$ cat config.mk
export PLATFORM = sky130hd
export DESIGN_NAME = bus_reg_bank
export DESIGN_NICKNAME = d
export VERILOG_FILES = /design/src/rtl/bus_reg_bank.sv
export SDC_FILE = /design/constraint.sdc
export NUM_CORES = 1
export LEC_CHECK = 0
export ABC_AREA = 1
export BUFFER_PORTS_ARGS = -buffer_cell sky130_fd_sc_hd__buf_4
export CAP_MARGIN = 20
export CORE_AREA = 2 2 243 245
export CTS_BUF_LIST = sky130_fd_sc_hd__clkbuf_16
export DETAILED_ROUTE_END_ITERATION = 10
export DIE_AREA = 0 0 245 247
export SLEW_MARGIN = 5
export SYNTH_ARGS = -nofsm -noshare
export SYNTH_HDL_FRONTEND = slang
export SYNTH_SLANG_ARGS = --single-unit
$ cat constraint.sdc
create_clock -name clk -period 3.88 [get_ports clk]
set_input_delay 0.194 -clock clk [delete_from_list [all_inputs] [get_ports clk]]
set_output_delay 0.194 -clock clk [all_outputs]
set_load 0.02 [all_outputs]
$ cat src/rtl/bus_reg_bank.sv
// Parametrised register bank on the simple wr/rd peripheral bus, with registered read data,
// read-valid and error strobes, and per-register read-only status inputs.
module bus_reg_bank #(
    parameter int unsigned       DATA_W    = 32,
    parameter int unsigned       ADDR_W    = 32,
    parameter int unsigned       N_REGS    = 8,
    parameter logic [ADDR_W-1:0] BASE_ADDR = '0,
    parameter logic [N_REGS-1:0] RO_MASK   = '0,
    parameter logic [DATA_W-1:0] RST_VAL   = '0
) (
    input  logic                     clk,
    input  logic                     rst,
    input  logic                     bus_wr,
    input  logic                     bus_rd,
    input  logic [ADDR_W-1:0]        bus_addr,
    input  logic [DATA_W-1:0]        bus_data_i,
    output logic [DATA_W-1:0]        bus_data_o,
    output logic                     bus_rvalid,
    output logic                     bus_err,
    output logic [N_REGS*DATA_W-1:0] reg_o,
    input  logic [N_REGS*DATA_W-1:0] reg_i,
    output logic [N_REGS-1:0]        reg_wstb
);

    logic [DATA_W-1:0] r_regs [N_REGS];
    logic [DATA_W-1:0] r_data;
    logic              r_rvalid;
    logic              r_err;
    logic [N_REGS-1:0] r_wstb;

    logic              w_borrow;
    logic [ADDR_W-1:0] w_idx;
    logic [N_REGS-1:0] w_hit;
    logic [N_REGS-1:0] w_we;
    logic              w_in_range;
    logic              w_ro;
    logic              w_wr_err;
    logic              w_rd_err;
    logic [DATA_W-1:0] w_rd_data;
    logic              w_unused_reg_i;

    // The borrow flags addresses below BASE_ADDR so a wrapped index never aliases into range.
    assign {w_borrow, w_idx} = {1'b0, bus_addr} - {1'b0, BASE_ADDR};

    always_comb begin
        w_hit = '0;
        for (int i = 0; i < int'(N_REGS); i++) begin
            w_hit[i] = !w_borrow && (w_idx == ADDR_W'(i));
        end
    end

    assign w_in_range = |w_hit;
    assign w_ro       = |(w_hit & RO_MASK);
    assign w_we       = w_hit & ~RO_MASK & {N_REGS{bus_wr}};
    assign w_wr_err   = bus_wr && (!w_in_range || w_ro);
    assign w_rd_err   = bus_rd && !w_in_range;

    always_comb begin
        reg_o = '0;
        for (int i = 0; i < int'(N_REGS); i++) begin
            reg_o[i*DATA_W +: DATA_W] = RO_MASK[i] ? reg_i[i*DATA_W +: DATA_W] : r_regs[i];
        end
    end

    // Reads see storage before any same-cycle write lands, giving read-before-write.
    always_comb begin
        w_rd_data = '0;
        for (int i = 0; i < int'(N_REGS); i++) begin
            if (w_hit[i]) begin
                w_rd_data = reg_o[i*DATA_W +: DATA_W];
            end
        end
    end

    // Slices of reg_i belonging to read-write registers are ignored.
    assign w_unused_reg_i = ^reg_i;

    always_ff @(posedge clk) begin
        if (rst) begin
            for (int i = 0; i < int'(N_REGS); i++) begin
                r_regs[i] <= RST_VAL;
            end
            r_data   <= '0;
            r_rvalid <= 1'b0;
            r_err    <= 1'b0;
            r_wstb   <= '0;
        end else begin
            for (int i = 0; i < int'(N_REGS); i++) begin
                if (w_we[i]) begin
                    r_regs[i] <= bus_data_i;
                end
            end
            if (bus_rd) begin
                r_data <= w_rd_data;
            end
            r_rvalid <= bus_rd;
            r_err    <= w_wr_err || w_rd_err;
            r_wstb   <= w_we;
        end
    end

    assign bus_data_o = r_data;
    assign bus_rvalid = r_rvalid;
    assign bus_err    = r_err;
    assign reg_wstb   = r_wstb;

endmodule

==> flow_results.org, run 1 <==
** Critical path
- Data on the critical path is required at its endpoint by 4.26 ns.
- Data arrival time of the worst path :: 3.03 ns
- In this run the worst path has a maximum fanout of 27.
- Library cell contributing the largest single delay on the critical path :: sky130_fd_sc_hd__nand2_2
- FF-to-FF setup slack :: 2.49 ns
- Worst Setup End Kind :: flip-flop
- STA classifies the critical path startpoint as an input port.
- The most numerous cell type found on the critical path is sky130_fd_sc_hd__nand2_1.
- The largest single stage delay on the critical path is 0.70 ns.
- Traced cell by cell, the critical path runs through buf_4, nor2_1, nand2_2, nor2_8, nand2_2, nand2_2, nor2_1, nand2_1, nand2_1, nand2_1, nand2_1, nand2_1, a21oi_1.
- The setup path with the least slack is of type in -> reg.

** Clocking
- After clock tree synthesis, the clock-pin slew on the worst setup and hold paths is 0.07 ns.
- After clock tree synthesis, the setup repair step added 0 buffers.
- CTS placed an instance of sky130_fd_sc_hd__clkbuf_16 at the clock tree root.
- CTS tree :: done
- Clk sink count :: 298
- The number of clock buffers added by TritonCTS is 35.
- Number of gates resized after cts :: 0
- Maximum clock insertion buffer count :: 3
- The H-tree was split into 2 levels.
- For the worst-skew pair, the clock arrives at the later sink with an insertion delay of 0.53 ns.

** Global routing
- Overall overflow remaining after global route :: 0
- For this run, global-route usage on met3 was measured as 7.358%.
- The number of global-route vias before repair came to 11970.
- Largest net degree at the start of global routing :: 72
- The global routing stage identified its most utilized layer as met2.
- Overall track demand over capacity in global routing :: 19.28%
- Met2 Resource Use GR :: 29.18%
- The number of antenna violations at the first check in global routing was 2.
- In the global route stage, met1 resource usage came out at 25.77%.
- Global-route wire length before repair :: 83490 um

** Power and ir drop
- Static Leakage :: 7.844 nW
- Worst vdd ir :: 246.0 uV
- In this run the power density over the cells is 426.4 mW/mm2.

** Timing
- Setup violations remaining at the end of the flow were counted as 0.
- Setup repair after global routing missed its margin :: no
- Headroom to the max-slew limit came out at 34.59%.
- Derived from the worst setup path, the maximum achievable clock frequency is 377.7 MHz.
- Actual transition at the worst max-transition pin :: 0.9812 ns
- Final total negative setup slack :: 0 ns
- In the finished design, the share of the clock period the worst path needs comes to 68.24%.
- For the final database, setup skew stands at 0.01559 ns.
- Final max-slew violation count :: 0
- Minimum clock period :: 2.648 ns
- Count of final hold-check violations :: 0

** Yosys
- In this run the cell area of the synthesized design comes to 0.01357 mm2.
- The netlist uses 30 different library cells.
- Post-Syn Area per Cell :: 9.161 um2
- Number of storage elements in the synthesis netlist :: 298
- After synthesis, flip-flops and latches occupy 62.86% of the total area.
- Synth Instances :: 1481
- The Yosys step of the flow raised 0 warnings.
- Net count of the mapped netlist :: 1805

** Layout
- In the final layout, flip-flops and latches occupy 0.008528 mm2.
- Relative area change from synthesis to final layout :: 35.20%
- Leaving out fill and tap cells, the most frequent cell in the layout is sky130_fd_sc_hd__buf_4.
- Number of diodes :: 0
- Area occupied by multi-input gates :: 0.004104 mm2
- Fraction of final layout cells sized beyond drive strength 1 :: 26.25%
- FILL cells :: 6031
- Cells fill 31.50% of the core in the end.
- Commonest cells after routing, fill and taps aside :: sky130_fd_sc_hd__buf_4, sky130_fd_sc_hd__nor2_1, sky130_fd_sc_hd__nand2_1
- Nets@finish :: 2161

** Floorplanning
- The region available for standard cell placement spans 0.05824 mm2.
- From bottom edge to top edge, the die measures 247 um.
- Die area :: 0.06052 mm2
- Site row count :: 89
- For this configuration, the core starts out at a cell density of 23.30%.
- Number of top-level pins :: 622
- Die span in x :: 245 um

** Drt
- For this block, the initial DRC count from the detailed router was 1150.
- After detailed routing, the number of vias per cell comes to 4.631.
- For this block, the routed nets add up to 59650 um of wire.
- Average wire per cell in the routed design :: 22.63 um
- Number of optimization iterations in the first detailed-route pass :: 5
- Total DRC errors in the routed layout :: 0
- The detail route stage leaves a number of antenna-violating nets equal to 0.
- The routed layout has 12210 vias.

** Min path
- Class of the tightest hold or removal check :: in -> reg

** Placed design
- Port Buf Inserts :: 365
- At the end of routability-driven placement, the weighted congestion stood at 0.8788.
- Post-detail-place hpwl :: 40960 um

** Flow run
- Across the run, the number of max-cap violations was 0.

** Run status
- Result of the run :: completed
## layout make-up
class / count / share of cell area, %
clock buffers: 38 / 5.184
flip-flops and latches: 298 / 46.49
multi-input cells: 950 / 22.37
inverters: 147 / 3.015
repair buffers: 405 / 16.74
well taps: 773 / 5.273
clock inverters: 25 / 0.9276
## critical path: cells and delay by family
family | cells | cell delay (ns)
compound gates | 1 | 0.07
simple gates | 11 | 2.62
buf+inv | 1 | 0.12
## cell families after synthesis
group | count (synthesis) | share of synthesized area, %
simple gates | 825 | 25.18
buf+inv | 233 | 7.285
compound gates | 125 | 4.685
flops | 298 | 62.86
## timing repair
action                                 CTS  global route
hold buffers                             7             0
endpoints found under the hold margin   14             0
setup endpoints to repair                0             0
## final timing paths
| check | startpoint | to | cells past startpoint |
|---|---|---|---|
| hold / removal | bus_data_i[24] | r_regs[1][120]$_DFFE_PP_ | 3 |
| setup reg to reg | r_regs[0][73]$_SDFFCE_PN0P_ | bus_data_o[9]$_SDFFE_PP0P_ | 8 |
| hold reg to reg | bus_data_o[26]$_SDFFE_PP0P_ | bus_data_o[26]$_SDFFE_PP0P_ | 2 |
| setup / recovery | bus_addr[3] | bus_data_o[9]$_SDFFE_PP0P_ | 13 |
## Yosys cell counts
| master | count | area (um2) |
|---|---|---|
| sky130_fd_sc_hd__o2111ai_1 | 1 | 8.760 |
| sky130_fd_sc_hd__buf_4 | 13 | 97.59 |
| sky130_fd_sc_hd__edfxtp_1 | 256 | 7687 |
| sky130_fd_sc_hd__nor2_1 | 381 | 1430 |
| sky130_fd_sc_hd__nor3_1 | 5 | 25.02 |
| sky130_fd_sc_hd__a21oi_1 | 61 | 305.3 |
| sky130_fd_sc_hd__nand2_4 | 2 | 22.52 |
| sky130_fd_sc_hd__buf_1 | 1 | 3.750 |
| sky130_fd_sc_hd__buf_6 | 3 | 33.78 |
| sky130_fd_sc_hd__nor2_8 | 1 | 20.02 |
| sky130_fd_sc_hd__nand3_4 | 1 | 17.52 |
| sky130_fd_sc_hd__o21ai_1 | 21 | 105.1 |
| sky130_fd_sc_hd__nand2_2 | 6 | 37.54 |
| sky130_fd_sc_hd__nor2_2 | 3 | 18.77 |
| sky130_fd_sc_hd__dfxtp_1 | 42 | 840.8 |
| sky130_fd_sc_hd__buf_2 | 33 | 165.2 |
| sky130_fd_sc_hd__o21ai_0 | 40 | 200.2 |
| sky130_fd_sc_hd__o211ai_1 | 1 | 7.510 |
| sky130_fd_sc_hd__nand3_2 | 1 | 10.01 |
| sky130_fd_sc_hd__nand3_1 | 135 | 675.7 |
| sky130_fd_sc_hd__nor4_1 | 1 | 6.260 |
| sky130_fd_sc_hd__a22o_1 | 1 | 8.760 |
| sky130_fd_sc_hd__inv_2 | 7 | 26.28 |
| sky130_fd_sc_hd__inv_1 | 139 | 521.8 |
| sky130_fd_sc_hd__nor2_4 | 6 | 67.56 |
| sky130_fd_sc_hd__clkinv_2 | 1 | 5.000 |
| sky130_fd_sc_hd__nor4b_1 | 1 | 8.760 |
| sky130_fd_sc_hd__clkbuf_1 | 36 | 135.1 |
| sky130_fd_sc_hd__nand2_1 | 275 | 1032 |
| sky130_fd_sc_hd__nand4_1 | 7 | 43.79 |
## routing by layer
layer / vias to the layer above / part of all wire (%)
met1: 5886 / 43
met5: - / 0
met3: 88 / 12
li1: 5526 / -
met2: 708 / 43
met4: 0 / 1.9
## through the flow
stage | total power [mW] | instances | hold slack, ns | cell area (um2) | worst slack, ns
final | 7.821 | 2636 | 0.03009 | 18340 | 1.232
after global routing | 8.053 | 2636 | 0.02230 | 18340 | 1.163
after CTS | 7.868 | 2636 | 0.001730 | 18340 | 1.317
after detailed placement | 4.611 | 2566 | 0.4576 | 17150 | 0.7367
after global placement | 4.600 | 2566 | 0.4538 | 17150 | 0.7194
after floorplan | 4.128 | 1481 | 0.4134 | 13570 | 0.0009646
## state kept, by name (all words and copies together) (netlist names)
name,flops
bus_data_o,32
r_regs,256
bus_err,1
reg_wstb,8
bus_rvalid,1
## power breakdown
| part | switching, mW | internal, mW | total (mW) |
|---|---|---|---|
| combinational | 0.523 | 0.272 | 0.796 |
| sequential | 0.110 | 3.64 | 3.75 |
| clock | 1.37 | 1.90 | 3.27 |
No activity file was read; power rests on OpenSTA's default activity.
==> run 2: changes to the inputs <==
==> constraint.sdc (replaced) <==
create_clock -name clk -period 2.65 [get_ports clk]
set_input_delay 0.1325 -clock clk [delete_from_list [all_inputs] [get_ports clk]]
set_output_delay 0.1325 -clock clk [all_outputs]
set_load 0.02 [all_outputs]
==> run 2 against run 1 <==
Effect of this change:
- total power grew 48%
- critical path type unchanged
- clock-buffer cell count unchanged
- hold slack lost 0.012 ns
- first-iteration DRC count is 3.3% lower
- die area unchanged
- clock power grew 49%
- worst setup slack got worse by 0.33 ns
- sequential power up 46%
- critical endpoint is now bus_data_o[6]$_SDFFE_PP0P_
- cell count rose by 1.5%
- cell area rose by 2.5%
==> flow_results.org, run 2 (same netlist as run 1, synthesis figures left out) <==
** Critical path
- The setup slack on the worst flop-to-flop path came to 1.34 ns (-1.15 ns).
- The critical path goes through buf_4, nor2_1, nand2_1, nor2_4, nand2_2, nor2_8, nand2_2, nand2_2, buf_4, nor2_1, nand2_1, nand2_1, nand2_1, nand2_1, nand2_1, a21oi_1.
- The most numerous cell type found on the critical path is sky130_fd_sc_hd__nand2_1.
- Top delay family on crit path :: simple AND/OR/NAND/NOR gates
- Required time of the critical path :: 3.05 ns (-1.21 ns)
- The length in cells of the worst reg-to-reg path is 8 (unchanged).
- Worst Setup End Kind :: flip-flop
- The critical path starts at bus_addr[13].
- The worst register-to-register path begins at r_regs[0][41]$_SDFFCE_PN0P_.
- R2R Path End :: bus_data_o[9]$_SDFFE_PP0P_
- The maximum net fanout on the critical path came to 14 (-48%).
- Data arrival time of the worst path :: 2.15 ns (-0.88 ns)
- For this design, the slowest cell found on the critical path is sky130_fd_sc_hd__buf_4.
- Crit-path max cell delay :: 0.27 ns (-0.43 ns)
- The worst setup path is launched from an input port.
- Classification of the worst setup path :: in -> reg
- Buffers & Inverters on Critical Path :: 2 (+1)

** Drt
- The number of vias per cell after detailed routing came to 4.577 (-1.2%).
- The detailed-route via count is 12240 (+0.29%).
- Average wire per cell in the routed design :: 21.75 um (-3.9%)
- The remaining antenna violation count after routing came to 0 (unchanged).
- Violation count after the first detailed-route iteration :: 1112 (-3.3%)
- The total routed wirelength came to 58190 um (-2.4%).
- Number of optimization iterations in the first detailed-route pass :: 5 (unchanged)
- Total DRC errors in the routed layout :: 0 (unchanged)

** Power and ir drop
- The maximum vdd drop is 590.4 uV (+140%).
- Static Leakage :: 8.053 nW (+2.7%)
- Total power divided by cell area :: 614.6 mW/mm2 (+44%)

** Timing
- The smallest clock period supported by the final layout is computed as 1.748 ns.
- The aggregate negative setup slack came to 0 ns (unchanged).
- Count of final hold-check violations :: 0 (unchanged)
- The slew at the pin closest to its max-slew limit was 0.5848 ns (-0.3965 ns).
- Final max-slew violation count :: 0 (unchanged)
- The count of final setup violators came to 0 (unchanged).
- Fmax :: 572.0 MHz
- Of the available clock period, the critical path in the final layout requires 65.97%.
- Setup repair after global routing missed its margin :: no
- Worst setup skew after layout :: 0.01705 ns (+0.001461 ns)
- Max-slew headroom :: 61.02% (+26 points)
- The worst hold slack across all endpoints came to 0.01783 ns (-0.01225 ns).

** Global routing
- Met2 Resource Use GR :: 28.10% (-1.1 points)
- The fraction of met1 tracks used by global routing came to 25.45% (-0.32 points).
- Overall track demand over capacity in global routing :: 18.84% (-0.43 points)
- The met3 capacity usage during global routing came to 6.783% (-0.58 points).
- The number of antenna violations at the first check in global routing was 2 (unchanged).
- Most used routing layer :: met2
- Global-route wire length before repair :: 82120 um (-1.6%)
- Overall overflow remaining after global route :: 0 (unchanged)
- The largest net degree at the start of global routing was 40 (-44%).
- Via count of the first global-routing pass :: 11930 (-0.33%)

** Clocking
- Clk Latency, worst-skew pair :: 0.55 ns (+0.02 ns)
- The clock transition at the registers of the reported paths was 0.06 ns (about the same).
- Master cell of the clock root buffer :: sky130_fd_sc_hd__clkbuf_16
- TritonCTS built the clock tree.
- The number of levels the H-tree was split into was 2 (unchanged).
- Clk sink count :: 298 (unchanged)
- Number of gates resized after cts :: 0 (unchanged)
- The largest buffer count on any clock path is 3 (unchanged).
- CTS buffer count :: 37 (+5.7%)

** Run status
- Result of the run :: completed

** Placed design
- The total of buffers placed on input and output ports was 365 (unchanged).
- Post-detail-place hpwl :: 41700 um (+1.8%)
- The routability-driven placement congestion ratio is 0.8486 (-3.4%).

** Floorplanning
- Effective utilization at floorplan :: 23.30% (unchanged)
- Core footprint :: 0.05824 mm2 (unchanged)
- The die extent in x came to 245 um (unchanged).
- The count of pins on the block boundary is 622 (unchanged).
- The floorplan die area came to 0.06052 mm2 (unchanged).
- Height of the die :: 247 um (unchanged)
- The standard-cell row count came to 89 (unchanged).

** Layout
- The number of antenna cells inserted is 0 (unchanged).
- Leaving out fill and tap cells, the most frequent cell in the layout is sky130_fd_sc_hd__buf_4.
- Commonest cells after routing, fill and taps aside :: sky130_fd_sc_hd__buf_4, sky130_fd_sc_hd__nor2_1, sky130_fd_sc_hd__nand2_1
- The area of the multi-input gates is 0.004104 mm2 (unchanged).
- r_regs holds more flip-flops than any other register.
- The register area came to 0.008528 mm2 (unchanged).
- From synthesis to final layout, the design area changed by 38.60%.
- Fraction of final layout cells sized beyond drive strength 1 :: 26.97% (+0.72 points)
- The post-layout net count is 2198 (+1.7%).
- FILL cells :: 6005 (-0.43%)
- The flip-flop count of the largest register, all copies and words added was 256 (unchanged).

** Min path
- Number of cells on the worst hold path :: 3 (unchanged)
- The startpoint identified for the worst hold timing path is bus_data_i[31].
- The worst hold path belongs to the class in -> reg.
- Hold Crit Endpoint :: r_regs[1][95]$_DFFE_PP_

** Flow run
- Max-cap violation count :: 0 (unchanged)
[run 2: changes by cell type in the layout (fill, tap and decap cells not counted), sizes merged]
cell and change:
clkinv -4, dlygate4sd3 +16, clkinvlp +3, inv +5
buf +19
[run 2: worst min-delay path, delay by kind of cell]
kind	cells	cell delay, ns
buf+inv	2	0.14
simple gates	1	0.15
[run 2: what timing repair did]
item,4_1_cts,5_1_grt
hold endpoints to repair,46,0
hold buffers,23,0
setup endpoints to repair,0,0
setup buffers,0,0
[run 2: power by group]
group	total, mW	internal (mW)	switching [mW]
Combinational	1.20	0.434	0.762
Clock	4.87	2.81	2.05
Sequential	5.49	5.33	0.162
Total	11.6	8.58	2.98
[run 2: area by class of cell]
type / count / area share, %
clock inverter: 29 / 1.085
timing repair buffer: 440 / 18.60
tap: 773 / 5.143
inverter: 147 / 2.941
clock buffer: 38 / 5.057
sequential: 298 / 45.35
multi-input combinational: 950 / 21.82
[run 2: how the worst max path moves through the flow]
| stage | depth (start not counted) | to |
|---|---|---|
| after floorplan | 11 | r_regs[1][32]$_SDFFCE_PN0P_ |
| after global placement | 14 | bus_data_o[9]$_SDFFE_PP0P_ |
| after detailed placement | 14 | bus_data_o[9]$_SDFFE_PP0P_ |
| after CTS | 16 | bus_data_o[9]$_SDFFE_PP0P_ |
| after global routing | 14 | bus_data_o[6]$_SDFFE_PP0P_ |
| final | 16 | bus_data_o[6]$_SDFFE_PP0P_ |
[run 2: per-layer routing]
metal / wire, um / share of wire, %
met2: 24810 / 43
met3: 7475 / 13
met1: 24520 / 42
met5: 0 / 0
met4: 1386 / 2.4
[run 2: stage by stage]
stage	cell area, um2	utilization [%]	power, mW	instances	setup slack, ns
2_1_floorplan	13580	-	6.042	1481	0.2648
3_3_place_gp	17420	29.91	6.749	2585	0.4091
6_report	18810	32.29	11.56	2675	0.9018
5_1_grt	18810	32.29	11.93	2675	0.7676
4_1_cts	18810	32.29	11.65	2675	0.9422
3_5_place_dp	17420	29.91	6.765	2585	0.3640
==> run 3: changes to the inputs <==
==> constraint.sdc (replaced) <==
create_clock -name clk -period 1.6 [get_ports clk]
set_input_delay 0.08 -clock clk [delete_from_list [all_inputs] [get_ports clk]]
set_output_delay 0.08 -clock clk [all_outputs]
set_load 0.02 [all_outputs]
==> run 3 against run 2 <==
Effect of this change:
- critical path depth shrank 6
- total power rose by 67%
- critical path type unchanged
- cell area grew 5.4%
- critical endpoint is now r_regs[1][81]$_DFFE_PP_
- register-to-register slack worse by 1.0 ns
- sequential power rose by 67%
- core utilization grew 1.7 points
- clock skew hardly changed
- global-route usage grew 0.88 points
- non-clock buffer count increased by 77
- largest power group unchanged
- hold slack worse by 0.0060 ns
- cell count rose by 2.8%
==> flow_results.org, run 3 (same netlist as run 1, synthesis figures left out) <==
** Floorplanning
- The count of pins on the block boundary came to 622 (unchanged).
- Core footprint :: 0.05824 mm2 (unchanged)
- Die span in x :: 245 um (unchanged)
- Effective utilization at floorplan :: 23.30% (unchanged)
- Site row count :: 89 (unchanged)
- Die area :: 0.06052 mm2 (unchanged)
- Height of the die :: 247 um (unchanged)

** Layout
- The register area is 0.008528 mm2 (unchanged).
- Max reg flops :: 256 (unchanged)
- Leaving out fill and tap cells, the most frequent cell in the layout is sky130_fd_sc_hd__buf_4.
- The number of antenna cells inserted was 0 (unchanged).
- Fin cells :: 2751 (+2.8%)
- The fill cell instance count of the final layout was 5965 (-0.67%).
- In the layout the commonest cells are sky130_fd_sc_hd__buf_4, sky130_fd_sc_hd__nor2_1, sky130_fd_sc_hd__nand2_1.
- Nets@finish :: 2274 (+3.5%)
- More flip-flops sit in one register than any other, and that register is r_regs.
- Relative area change from synthesis to final layout :: 46.10%
- The area of the multi-input gates is 0.004239 mm2 (+3.3%).
- The design area came to 0.01982 mm2 (+5.4%).
- Fraction of final layout cells sized beyond drive strength 1 :: 29.58% (+2.6 points)

** Placed design
- The HPWL after detailed placement is 45520 um (+9.2%).
- GPL Wtd Cong :: 0.9226 (+8.7%)
- Total placed instance area :: 0.01835 mm2 (+5.3%)
- Port Buf Inserts :: 365 (unchanged)
- Dpl cells :: 2653 (+2.6%)

** Timing
- Count of endpoints failing setup in the final report :: 0 (unchanged)
- After layout, the minimum clock period comes to 1.466 ns.
- Final total negative setup slack :: 0 ns (unchanged)
- Final Cycle Share :: 91.61%
- The slew at the pin closest to its max-slew limit was 0.5671 ns (-0.01765 ns).
- Fmax :: 682.2 MHz
- Count of final hold-check violations :: 0 (unchanged)
- The clock skew is 0.01716 ns (+0.0001059 ns).
- The max-slew violation total from the final report came to 0 (unchanged).
- The remaining max-slew budget at the tightest pin was 62.19% (+1.2 points).

** Clocking
- Maximum clock insertion buffer count :: 3 (unchanged)
- The clock transition at the registers of the reported paths came to 0.06 ns (about the same).
- The number of levels the H-tree was split into came to 2 (unchanged).
- CTS tree :: done
- Clk Latency, worst-skew pair :: 0.55 ns (about the same)
- The number of clock sinks is 298 (unchanged).
- The tree is rooted in a sky130_fd_sc_hd__clkbuf_16.
- The number of buffers added by the clock tree synthesis step came to 36 (-2.7%).

** Critical path
- STA classifies the critical path startpoint as an input port.
- Classification of the worst setup path :: in -> reg
- The maximum net fanout on the critical path came to 17 (+3).
- Required time of the critical path :: 1.83 ns (-1.22 ns)
- Data arrival time of the worst path :: 1.70 ns (-0.45 ns)
- STA classifies the critical path endpoint as a flip-flop.

** Min path
- The tightest min-delay check is of the in -> reg type.

** Global routing
- The wire length of the first global-routing pass is 85860 um (+4.6%).
- Largest net degree at the start of global routing :: 43 (+7.5%)
- Via count of the first global-routing pass :: 12700 (+6.4%)
- Overall track demand over capacity in global routing :: 19.72% (+0.88 points)
- Overall overflow remaining after global route :: 0 (unchanged)
- Antenna violations before repair :: 3 (+1)

** Drt
- Total DRC errors in the routed layout :: 0 (unchanged)
- The first-pass detailed-route iteration total is 5 (unchanged).
- The post-detailed-route wirelength per cell was 22.07 um (+1.4%).
- The detailed-route via count is 12890 (+5.3%).
- Number of antenna-violating nets in the routed design :: 0 (unchanged)
- The total routed wirelength came to 60700 um (+4.3%).
- Violation count after the first detailed-route iteration :: 1299 (+17%)
- The number of vias per cell after detailed routing came to 4.684 (+2.3%).

** Power and ir drop
- The leakage dissipation came to 8.584 nW (+6.6%).
- The total power density per cell area was 971.7 mW/mm2 (+58%).
- Overall power consumption :: 19.26 mW (+67%)
- Worst vdd ir :: 600.3 uV (+1.7%)

** Flow run
- The number of maximum-capacitance constraint violations is 0 (unchanged).

** Run status
- Result of the run :: completed
==> run 3: cell count changes in the layout (fill, tap and decap cells not counted), moves of 4 or more <==
| cell | change |
|---|---|
| sky130_fd_sc_hd__nand2_2 | -7 |
| sky130_fd_sc_hd__nand2_8 | +6 |
| sky130_fd_sc_hd__dlygate4sd3_1 | +8 |
| sky130_fd_sc_hd__buf_4 | +45 |
| sky130_fd_sc_hd__inv_1 | +4 |
| sky130_fd_sc_hd__buf_12 | +23 |
| sky130_fd_sc_hd__nor2_1 | -5 |
==> run 3: stage by stage <==
stage	utilization, %	setup WS, ns	hold WS, ns
after floorplan	-	-0.3331	0.2994
after detailed placement	31.50	-0.4545	0.4499
after CTS	33.99	0.1189	0.003746
after global routing	34.04	-0.001526	0.01296
after global placement	31.50	-0.4621	0.4499
final	34.04	0.1342	0.01180
==> run 3: timing repair <==
item	in CTS	in global routing
gates resized for setup	0	5
setup buffers	0	2
endpoints found under the hold margin	66	0
hold buffers	31	0
endpoints found under the setup margin	0	1
==> run 3: per-layer routing <==
metal | track usage [%] | vias up | routed length, um
met2 | 28.95 | 869 | 25550
met4 | 5.954 | 0 | 1378
met5 | 0 | - | 0
met3 | 5.481 | 98 | 7378
met1 | 28.02 | 6165 | 26400
li1 | - | 5755 | -
==> run 3: layout make-up <==
type	count	share of cell area, %
clock inverter	28	0.9594
tap	773	4.879
multi-input combinational	950	21.38
timing repair buffer	517	22.14
clock buffer	38	4.797
sequential	298	43.02
inverter	147	2.821
==> run 3: critical path, cell delays in order <==
cell and delay (ns):
sky130_fd_sc_hd__buf_4 0.11, sky130_fd_sc_hd__inv_1 0.04, sky130_fd_sc_hd__nand2_1 0.08, sky130_fd_sc_hd__nor2_4 0.20, sky130_fd_sc_hd__nand3_1 0.16, sky130_fd_sc_hd__nor2_4 0.19
sky130_fd_sc_hd__nand3_2 0.18, sky130_fd_sc_hd__buf_12 0.20, sky130_fd_sc_hd__o21ai_4 0.21, sky130_fd_sc_hd__buf_12 0.22
==> run 3: worst paths after layout <==
kind / cells after the start / slack [ns] / end / startpoint
max: 10 / 0.13 / r_regs[1][81]$_DFFE_PP_ / bus_addr[7]
min: 4 / 0.01 / r_regs[1][67]$_DFFE_PP_ / bus_data_i[3]
max reg2reg: 8 / 0.34 / bus_data_o[4]$_SDFFE_PP0P_ / r_regs[0][4]$_SDFFCE_PN0P_
min reg2reg: 2 / 0.46 / bus_data_o[4]$_SDFFE_PP0P_ / bus_data_o[4]$_SDFFE_PP0P_
==> run 3: power by group <==
part / switching, mW / leakage, nW / internal [mW]
Combinational: 1.28 / 5.20 / 0.805
Sequential: 0.337 / 2.78 / 8.84
Clock: 3.38 / 0.603 / 4.63
